$ cat config.mk
export PLATFORM = sky130hd
export DESIGN_NAME = spram_uart_monitor
export DESIGN_NICKNAME = d
export VERILOG_FILES = /design/src/rtl/spram_uart_monitor_pkg.sv /design/src/rtl/spram_uart_monitor_inter_byte_timer.sv /design/src/rtl/spram_uart_monitor.sv
export SDC_FILE = /design/constraint.sdc
export NUM_CORES = 1
export LEC_CHECK = 0
export BUFFER_PORTS_ARGS = -buffer_cell sky130_fd_sc_hd__buf_2
export CAP_MARGIN = 25
export CORE_MARGIN = 2
export CORE_UTILIZATION = 45
export DETAILED_ROUTE_END_ITERATION = 6
export HOLD_SLACK_MARGIN = 0.06
export MAX_ROUTING_LAYER = met4
export PLACE_DENSITY_LB_ADDON = 0.1
export SLEW_MARGIN = 25
export SYNTH_ARGS = -nofsm -noshare
export SYNTH_HDL_FRONTEND = slang
export SYNTH_SLANG_ARGS = --single-unit
$ cat constraint.sdc
create_clock -name clk -period 5.6 [get_ports clk]
set_clock_uncertainty 0.1 [all_clocks]
set_input_delay 0.28 -clock clk [delete_from_list [all_inputs] [get_ports clk]]
set_output_delay 0.28 -clock clk [all_outputs]
set_load 0.02 [all_outputs]
$ cat src/rtl/spram_uart_monitor_pkg.sv
// Shared constants and FSM state encoding for the SPRAM UART monitor.
// Command bytes, reply bytes, SPRAM geometry.
package spram_uart_monitor_pkg;

    localparam int SPRAM_AW = 14;
    localparam int SPRAM_DW = 16;

    localparam logic [7:0] CMD_W   = 8'h57;
    localparam logic [7:0] CMD_R   = 8'h52;
    localparam logic [7:0] ACK_OK  = 8'h2B;
    localparam logic [7:0] ACK_ERR = 8'h3F;

    typedef enum logic [2:0] {
        ST_IDLE,
        ST_ARGS,
        ST_WRITE,
        ST_RD_ADDR,
        ST_RD_CAP,
        ST_SEND_HI,
        ST_SEND_LO,
        ST_ACK
    } state_t;

endpackage

$ cat src/rtl/spram_uart_monitor_inter_byte_timer.sv
// Inter-byte timeout: cleared by every received byte, counts idle cycles
// while enabled. Ports: clk, reset (async low), enable, load, expire.
module inter_byte_timer #(
    parameter int unsigned TIMEOUT = 4_800_000
) (
    input  logic clk,
    input  logic reset,
    input  logic enable,
    input  logic load,
    output logic expire
);

    localparam int CW = $clog2(TIMEOUT + 1);

    logic [CW-1:0] count;

    // expire fires on the TIMEOUT-th idle cycle after the last byte;
    // a byte in that same cycle suppresses it.
    assign expire = enable && !load && (count == CW'(TIMEOUT - 1));

    always_ff @(posedge clk or negedge reset) begin
        if (!reset) begin
            count <= '0;
        end else if (load || !enable) begin
            count <= '0;
        end else if (!expire) begin
            count <= count + CW'(1);
        end
    end

endmodule

$ cat src/rtl/spram_uart_monitor.sv
// Host-facing byte-command responder giving read/write access to the SPRAM.
// Ports: rx byte stream in, tx byte handshake out, SPRAM port, busy/overrun.
module spram_uart_monitor
    import spram_uart_monitor_pkg::*;
#(
    parameter int unsigned TIMEOUT = 4_800_000
) (
    input  logic                clk,
    input  logic                reset,
    input  logic [7:0]          rx_data,
    input  logic                rx_strobe,
    output logic [7:0]          tx_data,
    output logic                tx_strobe,
    input  logic                tx_ready,
    output logic [SPRAM_AW-1:0] spram_addr,
    output logic [SPRAM_DW-1:0] spram_wdata,
    output logic                spram_wren,
    input  logic [SPRAM_DW-1:0] spram_rdata,
    output logic                busy,
    output logic                overrun
);

    state_t        state;
    logic          is_write;
    logic [1:0]    arg_idx;
    logic [5:0]    a_hi;
    logic [7:0]    a_lo;
    logic [7:0]    d_hi;
    logic [7:0]    ack_byte;
    logic [7:0]    remaining;
    logic [SPRAM_DW-1:0] rd_word;
    logic          expired;

    inter_byte_timer #(
        .TIMEOUT(TIMEOUT)
    ) u_timer (
        .clk   (clk),
        .reset (reset),
        .enable(state == ST_ARGS),
        .load  (rx_strobe),
        .expire(expired)
    );

    // Held high through the final strobe cycle so it drops one cycle later.
    assign busy = (state != ST_IDLE) || tx_strobe;

    always_ff @(posedge clk or negedge reset) begin
        if (!reset) begin
            state       <= ST_IDLE;
            is_write    <= 1'b0;
            arg_idx     <= 2'd0;
            a_hi        <= 6'd0;
            a_lo        <= 8'd0;
            d_hi        <= 8'd0;
            ack_byte    <= 8'd0;
            remaining   <= 8'd0;
            rd_word     <= '0;
            tx_data     <= 8'd0;
            tx_strobe   <= 1'b0;
            spram_addr  <= '0;
            spram_wdata <= '0;
            spram_wren  <= 1'b0;
            overrun     <= 1'b0;
        end else begin
            tx_strobe  <= 1'b0;
            spram_wren <= 1'b0;
            if (rx_strobe && state != ST_IDLE && state != ST_ARGS) begin
                overrun <= 1'b1;
            end
            unique case (state)
                ST_IDLE: begin
                    if (rx_strobe) begin
                        is_write <= (rx_data == CMD_W);
                        arg_idx  <= 2'd0;
                        if (rx_data == CMD_W || rx_data == CMD_R) begin
                            state <= ST_ARGS;
                        end else begin
                            ack_byte <= ACK_ERR;
                            state    <= ST_ACK;
                        end
                    end
                end
                ST_ARGS: begin
                    if (rx_strobe) begin
                        arg_idx <= arg_idx + 2'd1;
                        unique case (arg_idx)
                            2'd0: a_hi <= rx_data[5:0];
                            2'd1: a_lo <= rx_data;
                            2'd2: begin
                                if (is_write) begin
                                    d_hi <= rx_data;
                                end else begin
                                    spram_addr <= {a_hi, a_lo};
                                    remaining  <= rx_data;
                                    state      <= ST_RD_ADDR;
                                end
                            end
                            default: begin
                                spram_addr  <= {a_hi, a_lo};
                                spram_wdata <= {d_hi, rx_data};
                                spram_wren  <= 1'b1;
                                state       <= ST_WRITE;
                            end
                        endcase
                    end else if (expired) begin
                        state <= ST_IDLE;
                    end
                end
                ST_WRITE: begin
                    ack_byte <= ACK_OK;
                    state    <= ST_ACK;
                end
                ST_RD_ADDR: begin
                    state <= ST_RD_CAP;
                end
                ST_RD_CAP: begin
                    rd_word <= spram_rdata;
                    // Launch the hi byte straight from the read port when
                    // the transmitter is already idle.
                    if (tx_ready) begin
                        tx_data   <= spram_rdata[15:8];
                        tx_strobe <= 1'b1;
                        state     <= ST_SEND_LO;
                    end else begin
                        state <= ST_SEND_HI;
                    end
                end
                ST_SEND_HI: begin
                    if (tx_ready && !tx_strobe) begin
                        tx_data   <= rd_word[15:8];
                        tx_strobe <= 1'b1;
                        state     <= ST_SEND_LO;
                    end
                end
                ST_SEND_LO: begin
                    // tx_strobe high here means the hi byte just launched;
                    // tx_ready is stale for that cycle.
                    if (tx_ready && !tx_strobe) begin
                        tx_data   <= rd_word[7:0];
                        tx_strobe <= 1'b1;
                        if (remaining == 8'd0) begin
                            state <= ST_IDLE;
                        end else begin
                            remaining  <= remaining - 8'd1;
                            spram_addr <= spram_addr + 14'd1;
                            state      <= ST_RD_ADDR;
                        end
                    end
                end
                ST_ACK: begin
                    if (tx_ready && !tx_strobe) begin
                        tx_data   <= ack_byte;
                        tx_strobe <= 1'b1;
                        state     <= ST_IDLE;
                    end
                end
                default: state <= ST_IDLE;
            endcase
        end
    end

endmodule

==> key figures <==
STA
  • Hold Vio Cnt, Final: 0
  • Fmax: 0.2956 GHz
  • Final setup viols: 0
  • Slew headroom: 0.4059
  • Crit path time final: between 3000 and 4000 ps
  • Final period util: 0.6040
  • RSZ-0062 raised after global routing: false
  • Worst Max-Slew Pin Slew: 891.1 ps
  • Worst hold slack: 83.29 ps
  • Slew Viols, Final: 0
  • Setup TNS: 0 ps

Clock tree
  • CTS Sinks: 118
  • TritonCTS clock tree: built
  • Setup Buffers After CTS: 0
  • Clk buf depth: 2
  • Post_cts resized: 0
  • Clk root buf: clkbuf_16
  • Worst skew pair latency: 420 ps
  • Clock transition at the registers of the reported paths: 50 ps
  • TritonCTS Buffers: 17
  • Cts hold-fix bufs: 17
  • CTS H-tree depth: 4

Routing
  • Via count: 4,623
  • Via density: 5.610
  • Met3 WL: between 500 and 600 um
  • DR iter-0 viols: between 200 and 300
  • 1st-pass router iterations: 5
  • Routed wl met2: 6642 um
  • WL/cell: 16.39 um
  • Metal-1 WL: 6202 um
  • Final WL: 13,500 um
  • Post-route DRC: 0
  • Max layer used: met4
  • Antenna Nets Post-Route: 0

Hold path
  • Worst min-delay path class: primary input to flip-flop
  • Endpoint, Worst Hold: spram_wdata[7]
  • Hold Crit Start: rx_data[7]
  • Worst hold path depth: 2

Floorplan
  • Row Count: 41
  • Die footprint: roughly 14,000 um^2
  • Initial Util: 0.4637
  • Core area: between 10,000 and 15,000 um^2
  • Top-Level Pins: 70
  • Die width: ~120 um
  • Die span in y: between 100 and 150 um

Logic synthesis
  • Seq/Total Area, Yosys: 0.5026
  • Largest area contributor in the netlist: dfrtp_1
  • Post-synth EDFFs: 0
  • Cell Area, Synth: 5876 um^2
  • Mux share of post-synthesis cell area: 0.1129
  • Adder-Cell Fraction of Synth Area: 0.01491
  • Synth Area per Inst: 10.45 um^2
  • Post-synth top area share: 0.5026
  • Most used DFF post-synth: dfrtp_1
  • FF+latch count, synth: between 100 and 150
  • FFs w/ async S/R, synth: 1.000
  • Synth warn: 0
  • Simple-gate share of the synthesized area: 0.1612
  • Synth Area in XOR/XNOR: 0.02236
  • Synth unique cells: a little over 70
  • Synth area leaders: dfrtp_1 50%, mux2_2 10%, nand2_1 3.3%
  • Synth Area in Compound Gates: 0.1510
  • Syn nets: slightly below 600
  • Largest family of logic cells by synthesized area: simple AND/OR/NAND/NOR gates
  • Post-synthesis cell count: 562

Pwr
  • Design Power: about 3.5 mW
  • Sw frac: 0.3504
  • Clock power share: 0.314
  • Peak VDD IR: 0.2614 mV
  • Leak Pwr: 3.143 nW
  • Seq pwr share: 0.383
  • Int Power: between 2 and 2.5 mW
  • Combinational share of power: 0.303
  • P_sw: approximately 1.2 mW
  • PD cells: 497.3 nW/um^2

Global routing
  • Initial antenna violation count: 0
  • Wire length of the first global-routing pass: 23,310 um
  • Largest net degree at the start of global routing: between 80 and 90
  • Global route overflow: 0
  • Vias in the first global route: 4,585
  • GRT Overall Usage: 0.2133

Setup path
  • Worst Reg-to-Reg Cells: 5
  • Worst Setup End Kind: flip-flop
  • Critical Path RT: roughly 5800 ps
  • Critical R2R Capture: remaining[3]
  • Crit path kind: flip-flop to flip-flop
  • Reg-to-reg slack, setup: 2220 ps
  • Endpoint arrival time on the critical path: approximately 3600 ps
  • Startpoint types: flip-flop
  • Worst reg2reg startpoint: state[1]
  • Worst-path maximum fanout: 27

Final layout
  • Post-Layout Cell Count: 824
  • Layout area overhead: 20.53%
  • Diodes inserted: 0
  • Layout Nets: between 600 and 700
  • Layout cell share with drive strength beyond 1: 0.2607
  • Finished Cell Area: between 7000 and 8000 um^2

Placed design
  • Dpl cells: roughly 780
  • Dpl hpwl: 8994 um
  • Area of placed instances: around 6300 um^2
  • Final RePlAce weighted congestion: 0.7934
  • Number of I/O port buffers: 69

Outcome
  • Run status: finished clean

Job
  • Max_cap viols: 0
-- cell families after synthesis --
logic type | after synthesis
flip-flops | 118
multiplexers | 59
adder cells (fa/ha/maj) | 7
AO/OA/AOI/OAI | 139
buffers and inverters | 42
XOR/XNOR | 15
AND/OR/NAND/NOR | 182
-- worst max path at each step --
stage,from,to,slack [ps],depth (start not counted)
floorplan,u_timer.count[14],state[0],3590,7
CTS,state[1],remaining[3],2260,5
global placement,state[2],tx_data[5],2320,5
finish,state[1],remaining[3],2220,5
detailed placement,state[1],remaining[3],2250,5
global route,state[1],spram_addr[3],1830,5
-- flip-flops by register name, summed over array words and instances, names as in the netlist --
| register | cells |
|---|---|
| a_hi | 6 |
| a_lo | 8 |
| ack_byte | 2 |
| arg_idx | 2 |
| d_hi | 8 |
| is_write | 1 |
| overrun | 1 |
| rd_word | 16 |
| remaining | 8 |
| spram_addr | 14 |
| spram_wdata | 16 |
| spram_wren | 1 |
| state | 3 |
| tx_data | 8 |
| tx_strobe | 1 |
| u_timer.count | 23 |
-- area by class of cell --
class	instances	area, um^2
Sequential cell	118	2953
Clock inverter	9	125.1
Inverter	13	48.80
Clock buffer	22	474.2
Timing Repair Buffer	88	536.8
Fill cell	1138	5589
Tap cell	172	215.2
Multi-Input combinational cell	402	2729
-- worst max-delay path, cell delays in order, from the launching register on --
cell      delay (ps)
dfrtp_1          920
nand3b_1         820
a211oi_1         680
a31o_2           330
o21ai_0          140
a22o_1           270
-- cell usage in the layout (no fill, tap or decap), types with 9 or more instances in the layout --
cell type,n
nand2_1,51
nand4_1,9
a211oi_1,14
a21oi_1,37
xnor2_1,9
dlygate4sd3_1,17
mux2_2,52
buf_2,68
inv_1,12
nand3_1,22
clkbuf_16,17
dfrtp_1,118
nor2_1,45
o21ai_0,32
-- metal layers --
layer,vias up,GRT usage
li1,2199,-
met1,2312,0.2782
met2,101,0.3288
met3,11,0.04681
met4,0,0.07605
met5,-,-
-- power by group through the flow --
stage	Sequential, mW	Combinational (mW)	Clock [mW]
after floorplan	1.34	0.745	0
after global placement	1.35	1.03	0
after global routing	1.39	1.19	1.16
after detailed placement	1.36	1.06	0
final	1.35	1.07	1.10
after CTS	1.35	1.08	1.13
-- through the flow --
step	worst slack, ps	util
global placement	2323	0.4971
global route	1826	0.5589
floorplan	3593	-
finish	2217	0.5589
CTS	2257	0.5583
detailed placement	2248	0.4976
-- cell usage after synthesis, drive strengths merged, types with 4 or more instances --
| master | instances |
|---|---|
| dfrtp | 118 |
| mux2 | 55 |
| nand2 | 51 |
| nor2 | 47 |
| o21ai | 40 |
| a21oi | 37 |
| nand3 | 22 |
| clkbuf | 16 |
| a211oi | 15 |
| buf | 13 |
| inv | 12 |
| nand4 | 9 |
| nor3 | 9 |
| xnor2 | 9 |
| o22ai | 8 |
| a21o | 7 |
| ha | 7 |
| nand2b | 7 |
| a31oi | 6 |
| and3 | 6 |
| and4 | 6 |
| xor2 | 6 |
| a31o | 5 |
| mux2i | 4 |
| or3 | 4 |
Power figures use the tool's default switching activity.
